<file path="config.mk">
export PLATFORM = sky130hd
export DESIGN_NAME = cv_mem_arbiter
export DESIGN_NICKNAME = d
export VERILOG_FILES = /design/src/rtl/cv_mem_arbiter.sv
export SDC_FILE = /design/constraint.sdc
export NUM_CORES = 1
export LEC_CHECK = 0
export CAP_MARGIN = 20
export CORE_ASPECT_RATIO = 0.9
export CORE_MARGIN = 4
export CORE_UTILIZATION = 44
export CTS_CLUSTER_DIAMETER = 60
export DETAILED_ROUTE_END_ITERATION = 6
export HOLD_SLACK_MARGIN = 0.1
export PLACE_DENSITY = 0.81
export SYNTH_ARGS = -nofsm -noshare
export SYNTH_HDL_FRONTEND = slang
export SYNTH_SLANG_ARGS = --single-unit
</file>
<file path="constraint.sdc">
create_clock -name clk_i -period 2.4 [get_ports clk_i]
set_input_delay 0.48 -clock clk_i [delete_from_list [all_inputs] [get_ports clk_i]]
set_output_delay 0.48 -clock clk_i [all_outputs]
set_load 0.005 [all_outputs]
</file>
<file path="src/rtl/cv_mem_arbiter.sv">
// cv_mem_arbiter: shares one byte-wide external memory between the CPU
// (cartridge ROM reads, CPU RAM reads/writes) and the host ROM loader.
// CPU cycles are stretched through wait_n_o until their access completes;
// the loader has a single-entry write buffer.
module cv_mem_arbiter #(
  parameter int MEM_AW = 21
) (
  input  logic              clk_i,
  input  logic              reset_n_s,
  input  logic              cart_rd_i,
  input  logic [19:0]       cart_a_i,
  input  logic              ram_ce_n_i,
  input  logic              ram_rd_n_i,
  input  logic              ram_we_n_i,
  input  logic [14:0]       ram_a_i,
  input  logic [7:0]        ram_d_i,
  output logic [7:0]        cpu_d_o,
  output logic              wait_n_o,
  input  logic              ld_wr_i,
  input  logic [MEM_AW-1:0] ld_a_i,
  input  logic [7:0]        ld_d_i,
  output logic              ld_busy_o,
  output logic              mem_req_o,
  output logic              mem_we_o,
  output logic [MEM_AW-1:0] mem_a_o,
  output logic [7:0]        mem_d_o,
  input  logic              mem_ack_i,
  input  logic [7:0]        mem_d_i
);

  typedef enum logic [1:0] {IDLE, CPU_ACC, LD_ACC} state_t;

  state_t            state;
  logic              served;
  logic              last_ld;   // 1 = loader won the most recent grant
  logic [MEM_AW-1:0] ld_a;
  logic [7:0]        ld_d;

  logic              ram_sel;
  logic              cpu_sel;
  logic              cpu_pend;
  logic              grant_cpu;
  logic [MEM_AW-1:0] cpu_a;
  logic              cpu_we;

  assign ram_sel   = ~ram_ce_n_i & (~ram_rd_n_i | ~ram_we_n_i);
  assign cpu_sel   = cart_rd_i | ram_sel;
  assign cpu_pend  = cpu_sel & ~served;
  // Combinational so the Z80 sees wait in the very cycle its strobe rises.
  assign wait_n_o  = ~cpu_pend;
  // On a tie the requester that did not win last gets the memory.
  assign grant_cpu = cpu_pend & (~ld_busy_o | last_ld);

  // Cartridge read beats a simultaneous RAM select.
  assign cpu_a  = cart_rd_i ? {{(MEM_AW-20){1'b0}}, cart_a_i}
                            : {1'b1, {(MEM_AW-16){1'b0}}, ram_a_i};
  assign cpu_we = ~cart_rd_i & ~ram_we_n_i;

  // Arbitration FSM, loader buffer and registered memory/CPU outputs.
  always_ff @(posedge clk_i or negedge reset_n_s) begin
    if (!reset_n_s) begin
      state     <= IDLE;
      mem_req_o <= 1'b0;
      mem_we_o  <= 1'b0;
      mem_a_o   <= '0;
      mem_d_o   <= '0;
      cpu_d_o   <= 8'hFF;
      ld_busy_o <= 1'b0;
      ld_a      <= '0;
      ld_d      <= '0;
      served    <= 1'b0;
      last_ld   <= 1'b1;
    end else begin
      if (!cpu_sel) served <= 1'b0;

      // A pulse while the buffer is occupied is dropped.
      if (ld_wr_i && !ld_busy_o) begin
        ld_busy_o <= 1'b1;
        ld_a      <= ld_a_i;
        ld_d      <= ld_d_i;
      end

      case (state)
        IDLE: begin
          if (grant_cpu) begin
            state     <= CPU_ACC;
            mem_req_o <= 1'b1;
            mem_a_o   <= cpu_a;
            mem_we_o  <= cpu_we;
            if (cpu_we) mem_d_o <= ram_d_i;
            last_ld   <= 1'b0;
          end else if (ld_busy_o) begin
            state     <= LD_ACC;
            mem_req_o <= 1'b1;
            mem_a_o   <= ld_a;
            mem_we_o  <= 1'b1;
            mem_d_o   <= ld_d;
            last_ld   <= 1'b1;
          end
        end
        CPU_ACC: begin
          if (mem_ack_i) begin
            state     <= IDLE;
            mem_req_o <= 1'b0;
            mem_we_o  <= 1'b0;
            if (!mem_we_o) cpu_d_o <= mem_d_i;
            // If the strobe already went away, the next one gets a fresh access.
            if (cpu_sel) served <= 1'b1;
          end
        end
        LD_ACC: begin
          if (mem_ack_i) begin
            state     <= IDLE;
            mem_req_o <= 1'b0;
            mem_we_o  <= 1'b0;
            ld_busy_o <= 1'b0;
          end
        end
        default: state <= IDLE;
      endcase
    end
  end

endmodule

</file>
## Word-level counts from Yosys, hierarchy flattened

Cells that the tools add are included.

| word-level totals | value |
|---|---|
| flip-flop bits (word level) | 73 |
| logic and storage cells | 66 |
| input bits | 88 |
| output and inout bits | 41 |

| operators by class | value |
|---|---|
| bitwise logic cells | 15 |
| reduce and logical (&&, ||, !) cells | 11 |
| eq/ne operators | 5 |
| multiplexer cells | 24 |

Operators with widths:

| operator | count |
|---|---|
| $mux W21 | 3 |
| $mux W8 | 3 |
| $mux W1 | 12 |
| $reduce_and A3 Y1 | 3 |
| $not A1 Y1 | 8 |
| $mux W2 | 3 |
| $and A1 B1 Y1 | 4 |
| $ne A2 B1 Y1 const B | 2 |
| $pmux W1 S2 | 2 |
| $pmux W2 S2 | 1 |
| $reduce_and A2 Y1 | 2 |
| $reduce_bool A2 Y1 | 2 |
| $ne A3 B3 Y1 const B | 1 |
| $or A1 B1 Y1 | 3 |
| $eq A2 B1 Y1 const B | 1 |
| $eq A2 B2 Y1 const B | 1 |
| $logic_not A2 Y1 | 1 |
| $reduce_or A2 Y1 | 1 |
| $logic_and A1 B1 Y1 | 1 |
| $logic_not A1 Y1 | 1 |

## Logic depth before layout (Yosys ltp)

Gate-level depths: netlist (run 1).

| logic depth | value |
|---|---|
| depth after elaboration | 8 |
| depth in mapped cells | 7 |
| depth with buffers taken out | 6 |

## Least setup slack after synthesis (run 1)

No wires, ideal clock.

| path | value |
|---|---|
| path kind | input port to flip-flop |
| start | input port cart_rd_i |
| end | register mem_d_o[0] |
| slack | 0.655 ns |
| stages on the path | 5 |
| library setup time | 0.125 ns |
| data required time | 2.275 ns |
| path buffers | 2 |
| data arrival time | 1.620 ns |
| cell sequence | buf_2 -> o211ai_4 -> o221a_2 -> buf_6 -> mux2_2 |

| on the way | value |
|---|---|
| longest elaborated chain between the ends | 5 |
| elaborated cells on any way between the ends | 9 |
| classes of those cells | 1 x eq/ne; 1 x mux; 5 x bitwise; 2 x reduce/logical |

Ends and longest elaborated chain:

| element | RTL line | RTL |
|---|---|---|
| start: declaration | 10 | `input logic cart_rd_i,` |
| $or A1 B1 Y1 | 47 | `assign cpu_sel = cart_rd_i \| ram_sel;` |
| $and A1 B1 Y1 | 48 | `assign cpu_pend = cpu_sel & ~served;` |
| $and A1 B1 Y1 | 52 | `assign grant_cpu = cpu_pend & (~ld_busy_o \| last_ld);` |
| $ne A2 B1 Y1 (no line) / $reduce_bool A2 Y1 (equally long branches) | n/a |  |
| $reduce_and A3 Y1 (no line) | n/a |  |
| end signal: assignment | 90 | `if (cpu_we) mem_d_o <= ram_d_i;` |
| end signal: assignment | 97 | `mem_d_o <= ld_d;` |
| end: declaration | 26 | `output logic [7:0] mem_d_o,` |

Parallel ways exist; a longest one is shown, timed or not.
A chain may end at the register's enable or synchronous reset.

## Final worst setup path (run 1)

| path | value |
|---|---|
| start | input port ram_rd_n_i |
| end | output port wait_n_o |

| on the way | value |
|---|---|
| longest elaborated chain between the ends | 6 |

Ends and longest elaborated chain:

| element | RTL line | RTL |
|---|---|---|
| start: declaration | 13 | `input logic ram_rd_n_i,` |
| $not A1 Y1 | 46 | `assign ram_sel = ~ram_ce_n_i & (~ram_rd_n_i \| ~ram_we_n_i);` |
| $or A1 B1 Y1 | 46 |  |
| $and A1 B1 Y1 | 46 |  |
| $or A1 B1 Y1 | 47 |  |
| $and A1 B1 Y1 | 48 |  |
| $not A1 Y1 | 50 | `assign wait_n_o = ~cpu_pend;` |
| end: declaration | 18 | `output logic wait_n_o,` |

No other way between the ends.

==> impl_metrics.yaml, run 1 <==
cts:
  hold_buffers: 0
  clkLatencyLatePin_ps: 340
  numCtsBuffers: 9
  clkSinkCount: 73
  cts.clk_slew.worst_paths_ps: 80
  clock_tree.root_cell: "clkbuf_8"
  cts.path.max_buffers: 2
  cts_setup_buffers: 0
  cts_tree: "yes"
  cts_resized: 0
  cts_htree_levels: 3
setup_path:
  cp_slowest_cell: "clkdlybuf4s50_1"
  r2r_start: "ld_busy_o"
  end_kind: "primary output"
  required_ps: 1920
  crit_arrival_ps: 1840
  r2r_cells: 5
  cp_common_cell: "clkdlybuf4s50_1"
  crit_fanout: 2
  rrSetupSlack_ps: 580
  path_cells: "clkdlybuf4s50_1 -> a21o_1 -> a21oi_1 -> inv_1 -> clkdlybuf4s50_1"
  crit_buf_inv: 3
  start_kind: "primary input"
  crit_family: "buffers and inverters"
  slowest_delay_ps: 450
  r2r_end: "mem_d_o[4]"
  startpoint: "ram_rd_n_i"
  worstSetupPathType: "in -> out"
final_layout:
  fin_cells: 483
  area_growth_pct: 52.28
  final_core_util_pct: 70.16
  drive_gt1_share_pct: 26.41
  fin_nets: 477
  antenna_cells: 0
  design_area_um2: 5015
sta:
  worst_slew_pin_slew_ps: 414.9
  rsz0062_at_grt: "false"
  fin_crit_sh_pct: 96.73
  maxSlewHeadroom_pct: 72.34
  hold_violations: 0
  setup_viol: 0
  fmax_ghz: 0.4308
  fin_crit_ps: 2321
  skew_ps: 8.195
  finalMaxSlewViolations: 0
routing:
  drt-vias-per-instance: 5.180
  wirelength_um: 8045
  initialDrtViolationCount: 49
  drc: 0
  routedWlPerCell_um: 16.66
  ant_nets: 0
  vias: 2502
  drtPass1Iterations: 6
global_routing:
  overflow: 0
  grt_pass1_vias: 2735
  gr-usage-all-layers_pct: 18.56
  grt_antenna_before_repair: 0
  grt_pass1_wl_um: 13300
  grt_max_degree: 74
yosys:
  synth_top_area_share_pct: 48.63
  synth_warnings: 0
  yosysSeqAreaShare_pct: 55.81
  yosys-top-cells-count: "64 x dfrtp_1, 53 x mux2_2, 20 x a221o_1, 17 x mux2i_1, 17 x nor2_1"
  synth_top_cell_by_area: "dfrtp_1"
  yosysMostFrequentCell: "dfrtp_1"
  syn_nets: 336
  avgSynthCellArea_um2: 13.50
  syn_area_um2: 3293
  synthTopCellsByArea: "dfrtp_1 49%, mux2_2 18%, dfstp_2 7.2%, a221o_1 6.1%, mux2i_1 5.2%"
  synthCells: 244
  async_flop_share_pct: 100.0
  synth-seq-cells: 73
  synth-edff-count: 0
  ys.flop_type: "dfrtp_1"
  ys_types: 33
min_path:
  hp-class: "in -> async"
floorplanning:
  core_um2: 7148
  start_util_pct: 46.07
  rows: 29
  dieWidth_um: 99.19
  pin_count: 129
  die_y_um: 90.08
  dieArea_um2: 8935
placed_design:
  place.gp.congestion: 0.8339
  dp_hpwl_um: 5955
  dp.cells: 466
  dpl_cell_area_um2: 4771
  numPortBuffers: 128
status:
  status: "finished clean"
power_and_ir_drop:
  p_leak_nw: 2.142
  power_density_nw_per_um2: 1204
  ir_drop_uv: 627.0
run:
  max-cap-violations: 0
cells in the final DEF (no fill, tap or decap), types with 2 or more instances in the layout:
| master | synthesis | layout |
|---|---|---|
| a21o_1 | 2 | 2 |
| a21oi_1 | 7 | 6 |
| a21oi_2 | 1 | 2 |
| a221o_1 | 20 | 20 |
| and4_1 | 5 | 5 |
| buf_12 | 0 | 2 |
| buf_4 | 0 | 14 |
| bufinv_16 | 0 | 2 |
| clkbuf_8 | 0 | 11 |
| clkdlybuf4s50_1 | 0 | 127 |
| clkinv_2 | 0 | 2 |
| dfrtp_1 | 64 | 64 |
| dfstp_2 | 9 | 9 |
| ha_1 | 4 | 4 |
| inv_1 | 9 | 9 |
| mux2_2 | 53 | 53 |
| mux2i_1 | 17 | 17 |
| nand2_1 | 3 | 3 |
| nor2_1 | 17 | 17 |
| nor2b_1 | 3 | 2 |
| o2111ai_1 | 2 | 2 |
power by group:
part / switching (mW) / internal (mW)
logic: 0.998 / 1.69
registers: 0.363 / 1.91
clock network: 0.437 / 0.638
total: 1.80 / 4.24
cells by family (layout without fill, tap and decap cells):
family | count (synthesis) | in the layout | synth area share [%]
buffers and inverters | 23 | 169 | 3.229
flip-flops | 73 | 73 | 55.81
multiplexers | 70 | 70 | 23.29
AO/OA/AOI/OAI | 40 | 40 | 10.79
adder cells (fa/ha/maj) | 4 | 4 | 1.520
AND/OR/NAND/NOR | 34 | 34 | 5.357
stage by stage:
| stage | total power, mW | worst slack [ps] | TNS (ps) | hold WS, ps |
|---|---|---|---|---|
| after floorplan | 3.686 | 655.5 | 0 | 184.4 |
| after global placement | 4.861 | -73.00 | -1451 | 481.6 |
| after detailed placement | 4.980 | -125.8 | -2411 | 494.9 |
| after CTS | 6.080 | 71.24 | 0 | 150.8 |
| after global routing | 6.466 | 24.19 | 0 | 150.9 |
| final | 6.039 | 78.55 | 0 | 122.7 |
layer usage:
metal	share of wire (%)	vias to the layer above	GRT usage, %	wire length, µm
li1	-	1184	-	-
met1	42	1210	22.62	3362
met2	50	91	31.26	3992
met3	6.7	17	4.799	542
met4	1.8	0	7.281	148
met5	0	-	0	0
final cells by class:
cell class | count | area (µm²)
Inverter | 9 | 33.78
Tap cell | 93 | 116.4
Multi-Input combinational cell | 148 | 1366
Clock buffer | 11 | 151.4
Clock inverter | 5 | 77.57
Sequential cell | 73 | 1838
Timing Repair Buffer | 144 | 1431
Fill cell | 514 | 2133
sequential cells by signal, indices dropped and copies added, names as in the netlist:
register   cells
cpu_d_o        8
last_ld        1
ld_a          21
ld_busy_o      1
ld_d           8
mem_a_o       21
mem_d_o        8
mem_req_o      1
mem_we_o       1
served         1
state          2
worst register-to-register path, stage by stage, from the launching register on:
cell	delay, ps
dfrtp_1	600
nand2b_2	170
o211ai_4	120
buf_4	210
mux2_2	350
mux2_2	260
worst max-delay path by stage:
stage | end | slack (ps) | cells past startpoint
after floorplan | mem_d_o[0] | 660 | 5
final | wait_n_o | 80 | 5
after CTS | wait_n_o | 70 | 5
after global placement | mem_a_o[7] | -70 | 6
after global routing | wait_n_o | 20 | 5
after detailed placement | mem_a_o[15] | -130 | 6
(Power assumes the default switching activity.)
==> run 2, diff against run 1 <==
--- a/config.mk
+++ b/config.mk
@@ -5,8 +5,7 @@
 export SDC_FILE = /design/constraint.sdc
 export NUM_CORES = 1
 export LEC_CHECK = 0
-export CAP_MARGIN = 20
-export CORE_ASPECT_RATIO = 0.9
+export CORE_ASPECT_RATIO = 0.6
 export CORE_MARGIN = 4
 export CORE_UTILIZATION = 44
 export CTS_CLUSTER_DIAMETER = 60
==> run 2 against run 1 <==
  * Sequential share of layout area fell by 0.74 points
  * Largest cell class unchanged
  * Register-to-register slack got worse by 150 ps
  * Setup slack improved by 14 ps
==> impl_metrics.yaml, run 2 (synthesized netlist as in run 1, its figures left out) <==
sta:
  fmax_ghz: 0.4333
  hold_violations: 0
  maxSlewHeadroom_pct: 28.16
  rsz0062_at_grt: "false"
  setup_ws_ps: 92.15
  finalMaxSlewViolations: 0
  worst_slew_pin_slew_ps: 1078
  fin_crit_ps: 2308
  setup_viol: 0
  fin_crit_sh_pct: 96.16
  skew_ps: 6.235
routing:
  drt-vias-per-instance: 5.145
  vias: 2552
  routedWlPerCell_um: 17.45
  ant_nets: 0
  wirelength_um: 8654
  drtPass1Iterations: 4
  initialDrtViolationCount: 161
  drc: 0
power_and_ir_drop:
  p_leak_nw: 2.186
  ir_drop_uv: 588.0
  switching_share_pct: 29.72
  power_density_nw_per_um2: 1247
  power.switching_mw: 1.898
  power_mw: 6.386
  combPwrFrac_pct: 43.0
  p_int_mw: 4.488
  clkPwrFrac_pct: 21.2
  power_frac_seq_pct: 35.7
setup_path:
  r2r_start: "state[1]"
  crit_buf_inv: 3
  r2r_end: "mem_a_o[9]"
  slowest_delay_ps: 480
  end_kind: "primary output"
  crit_fanout: 2
  cp_common_cell: "clkdlybuf4s50_1"
  crit_arrival_ps: 1830
  required_ps: 1920
  start_kind: "primary input"
  r2r_cells: 5
  rrSetupSlack_ps: 430
  crit_family: "buffers and inverters"
  cp_slowest_cell: "clkdlybuf4s50_1"
  worstSetupPathType: "in -> out"
  critical_path_cell_count: 5
  path_cells: "clkdlybuf4s50_1 -> a21o_1 -> a21oi_2 -> inv_1 -> clkdlybuf4s50_1"
cts:
  clkLatencyLatePin_ps: 330
  cts_htree_levels: 3
  cts.clk_slew.worst_paths_ps: 60
  numCtsBuffers: 9
  clkSinkCount: 73
  hold_buffers: 0
  clock_tree.root_cell: "clkbuf_16"
  cts_tree: "yes"
  cts.path.max_buffers: 2
min_path:
  hp-class: "in -> async"
floorplanning:
  rows: 24
  die_y_um: 75.01
  start_util_pct: 45.32
  dieArea_um2: 8978
  core_um2: 7267
  dieWidth_um: 119.7
  pin_count: 129
placed_design:
  dp_hpwl_um: 6372
  place_ws_ps: -69.76
  place.gp.congestion: 0.7548
  numPortBuffers: 128
final_layout:
  area_growth_pct: 55.43
  fin_nets: 479
  largestRegisters: "ld_a: 21 flops, mem_a_o: 21 flops"
  layout_commonest_cell: "clkdlybuf4s50_1"
  antenna_cells: 0
  drive_gt1_share_pct: 26.79
  nFillCells: 524
  final_core_util_pct: 70.44
  mostFrequentLayoutCells: "127 x clkdlybuf4s50_1, 64 x dfrtp_1, 53 x mux2_2"
global_routing:
  grt_pass1_vias: 2793
  grt_max_degree: 41
  gr-usage-all-layers_pct: 20.24
  grt_antenna_before_repair: 0
  grt_pass1_wl_um: 13960
  overflow: 0
status:
  status: "finished clean"
run:
  max-cap-violations: 0
run 2: cell count changes in the layout (fill, tap and decap cells not counted):
cell / change
a21oi_1: -1
a21oi_2: +1
buf_4: +3
buf_8: -1
bufinv_16: -1
clkbuf_1: +1
clkbuf_16: +9
clkbuf_8: -9
clkinv_2: -1
clkinv_4: +1
run 2: repair_timing:
action,4_1_cts,5_1_grt
pin swaps,0,1
gates cloned,0,0
setup endpoints to repair,1,1
buffers inserted,0,1
gates resized for setup,1,0
endpoints found under the hold margin,0,0
run 2: per-layer routing:
metal  global-route usage [%]  routed length [µm]
met1                    25.67                3870
met2                    32.50                3950
met3                    8.258                 739
met4                    6.345                  94
met5                        0                   0
run 2: final cells by class:
| type | count | area (µm²) | share of cell area [%] |
|---|---|---|---|
| timing repair buffer | 146 | 1439 | 28.11 |
| tap | 104 | 130.1 | 2.542 |
| clock inverter | 4 | 51.30 | 1.002 |
| clock buffer | 12 | 256.5 | 5.011 |
| multi-input combinational | 148 | 1370 | 26.77 |
| sequential | 73 | 1838 | 35.91 |
| inverter | 9 | 33.78 | 0.6600 |
run 2: worst reg2reg max path, stage by stage, from the launching register on:
cell	delay [ps]
dfrtp_1	410
inv_1	120
ha_1	200
nand2_1	80
a21oi_2	800
a221o_1	300
run 2: stage by stage:
step	instance area [µm²]	cells	hold WS (ps)	TNS, ps
6_report	5119	496	122.4	0
5_1_grt	5119	496	151.7	0
4_1_cts	5111	495	135.4	0
3_3_place_gp	4800	479	464.4	-47.91
2_1_floorplan	3293	244	184.4	0
3_5_place_dp	4800	479	474.5	-604.2
run 2: worst max-delay path by stage:
stage	startpoint	endpoint	slack (ps)
after detailed placement	ram_rd_n_i	wait_n_o	-70
after global routing	ram_rd_n_i	wait_n_o	30
after floorplan	cart_rd_i	mem_d_o[0]	660
after CTS	ram_rd_n_i	wait_n_o	30
after global placement	ram_rd_n_i	wait_n_o	-50
final	ram_rd_n_i	wait_n_o	90
run 2: power by group through the flow:
stage / Sequential, mW / Clock, mW / Combinational [mW]
2_1_floorplan: 2.22 / 0 / 1.46
3_3_place_gp: 2.26 / 0 / 2.66
3_5_place_dp: 2.29 / 0 / 2.76
4_1_cts: 2.28 / 1.38 / 2.78
5_1_grt: 2.35 / 1.44 / 2.97
6_report: 2.28 / 1.36 / 2.75
==> run 3, diff against run 2 <==
--- a/config.mk
+++ b/config.mk
@@ -7,11 +7,11 @@
 export LEC_CHECK = 0
 export CORE_ASPECT_RATIO = 0.6
 export CORE_MARGIN = 4
-export CORE_UTILIZATION = 44
+export CORE_UTILIZATION = 47
 export CTS_CLUSTER_DIAMETER = 60
 export DETAILED_ROUTE_END_ITERATION = 6
 export HOLD_SLACK_MARGIN = 0.1
-export PLACE_DENSITY = 0.81
+export PLACE_DENSITY = 0.85
 export SYNTH_ARGS = -nofsm -noshare
 export SYNTH_HDL_FRONTEND = slang
 export SYNTH_SLANG_ARGS = --single-unit
==> constraint.sdc (replaced) <==
create_clock -name clk_i -period 2.8 [get_ports clk_i]
set_input_delay 0.56 -clock clk_i [delete_from_list [all_inputs] [get_ports clk_i]]
set_output_delay 0.56 -clock clk_i [all_outputs]
set_load 0.005 [all_outputs]
==> run 3 against run 2 <==
  * Clock skew fell by 3.9 ps
  * Worst hold slack improved by 240 ps
  * Utilization rose by 4.4 points
  * Register-to-register slack improved by 480 ps
  * Cell area fell by 1.6%
  * Routed wire length fell by 1.3%
  * Critical path type unchanged
  * Critical endpoint unchanged
  * Largest cell class unchanged
  * Highest routed layer unchanged
==> impl_metrics.yaml, run 3 (synthesized netlist as in run 1, its figures left out) <==
status:
  status: "finished clean"
routing:
  drt-vias-per-instance: 5.344
  wirelength_um: 8543
  routedWlPerCell_um: 18.14
  ant_nets: 0
  vias: 2517
  drc: 0
  drtPass1Iterations: 4
  initialDrtViolationCount: 135
final_layout:
  drive_gt1_share_pct: 24.48
  antenna_cells: 0
  fin_cells: 471
  mostFrequentLayoutCells: "127 x clkdlybuf4s50_1, 64 x dfrtp_1, 53 x mux2_2"
  area_growth_pct: 52.96
  largestRegisters: "ld_a: 21 flops, mem_a_o: 21 flops"
  final_core_util_pct: 74.80
  fin_nets: 471
  layout_commonest_cell: "clkdlybuf4s50_1"
setup_path:
  cp_slowest_cell: "clkdlybuf4s50_1"
  crit_fanout: 4
  worstSetupPathType: "in -> out"
  start_kind: "primary input"
  path_cells: "clkdlybuf4s50_1 -> a21o_1 -> a21oi_1 -> inv_1 -> clkdlybuf4s50_1"
  required_ps: 2240
  slowest_delay_ps: 480
  cp_common_cell: "clkdlybuf4s50_1"
  crit_arrival_ps: 2000
  end_kind: "primary output"
  startpoint: "ram_we_n_i"
  r2r_start: "ld_busy_o"
power_and_ir_drop:
  power_density_nw_per_um2: 1093
  power_mw: 5.503
  ir_drop_uv: 713.7
  p_leak_nw: 2.149
cts:
  cts_tree: "yes"
  hold_buffers: 0
  cts_setup_buffers: 0
  cts.clk_slew.worst_paths_ps: 50
  numCtsBuffers: 9
  clock_tree.root_cell: "clkbuf_16"
  clkSinkCount: 73
  clkLatencyLatePin_ps: 330
  cts.path.max_buffers: 2
  cts_resized: 0
  cts_htree_levels: 3
placed_design:
  dp.cells: 455
  place_ws_ps: 248.4
  dp_hpwl_um: 6201
  place.gp.congestion: 0.7642
  numPortBuffers: 128
global_routing:
  overflow: 0
  use_met3_pct: 8.036
  met1_usage_pct: 28.56
  gr-usage-all-layers_pct: 21.20
  grt_pass1_wl_um: 13700
  grt_max_degree: 74
  grt_use_met2_pct: 32.12
  grt_pass1_vias: 2706
  grt_antenna_before_repair: 0
  grt.busiest_layer: "met2"
sta:
  skew_ps: 2.352
  maxSlewHeadroom_pct: 41.15
  setup_viol: 0
  rsz0062_at_grt: "false"
  fin_crit_sh_pct: 91.40
  setup_tns_ps: 0
  fin_crit_ps: 2559
  finalMaxSlewViolations: 0
  hold_violations: 0
  worst_slew_pin_slew_ps: 882.8
  fmax_ghz: 0.3908
  setup_ws_ps: 240.9
min_path:
  hp-class: "in -> async"
floorplanning:
  dieWidth_um: 116.1
  start_util_pct: 48.90
  die_y_um: 72.84
  rows: 23
  dieArea_um2: 8454
  pin_count: 129
  core_um2: 6734
run:
  max-cap-violations: 0
-- run 3: cell count changes in the layout (fill, tap and decap cells not counted) --
cell,previous run,this run
a21oi_2,3,2
buf_12,2,1
clkinv_2,1,0
buf_4,17,10
clkinvlp_4,1,0
clkbuf_1,1,3
a21oi_1,5,6
clkinv_4,1,0
bufinv_16,1,2
-- run 3: cell type report --
| cell class | count | area, µm² |
|---|---|---|
| Inverter | 9 | 33.78 |
| Tap cell | 87 | 108.9 |
| Clock inverter | 2 | 60.06 |
| Multi-Input combinational cell | 148 | 1366 |
| Fill cell | 471 | 1697 |
| Sequential cell | 73 | 1838 |
| Clock buffer | 14 | 264.0 |
| Timing Repair Buffer | 138 | 1366 |
-- run 3: worst max-delay path, delay by kind of cell --
kind | cells | cell delay (ps)
AOI/OAI and AO/OA | 2 | 380
buffers and inverters | 3 | 1050
-- run 3: worst paths after layout --
kind / slack (ps) / endpoint / cells past startpoint
min: 360 / mem_a_o[15] / 1
min in group clk_i: 480 / mem_a_o[20] / 2
max reg2reg: 910 / mem_d_o[5] / 4
max in group asynchronous: 1870 / ld_d[3] / 1
min reg2reg: 480 / mem_a_o[20] / 2
max: 240 / wait_n_o / 5
-- run 3: routing by layer --
layer  vias to the layer above  wire length [µm]
met4                         0                85
met2                        96              3812
met1                      1238              3878
met3                        11               767
met5                         -                 0
li1                       1172                 -
-- run 3: report_power, final --
group / internal [mW] / leakage, nW / switching (mW) / total, mW
clock: 0.829 / 0.157 / 0.404 / 1.23
sequential: 1.64 / 0.864 / 0.325 / 1.97
combinational: 1.43 / 1.13 / 0.873 / 2.30
total: 3.90 / 2.15 / 1.60 / 5.50
-- run 3: per-stage QoR --
stage | instance area, µm² | hold slack [ps]
after global placement | 4713 | 467.9
after floorplan | 3293 | 264.4
after global routing | 5037 | 443.5
after detailed placement | 4713 | 467.9
after CTS | 5037 | 399.9
final | 5037 | 360.0
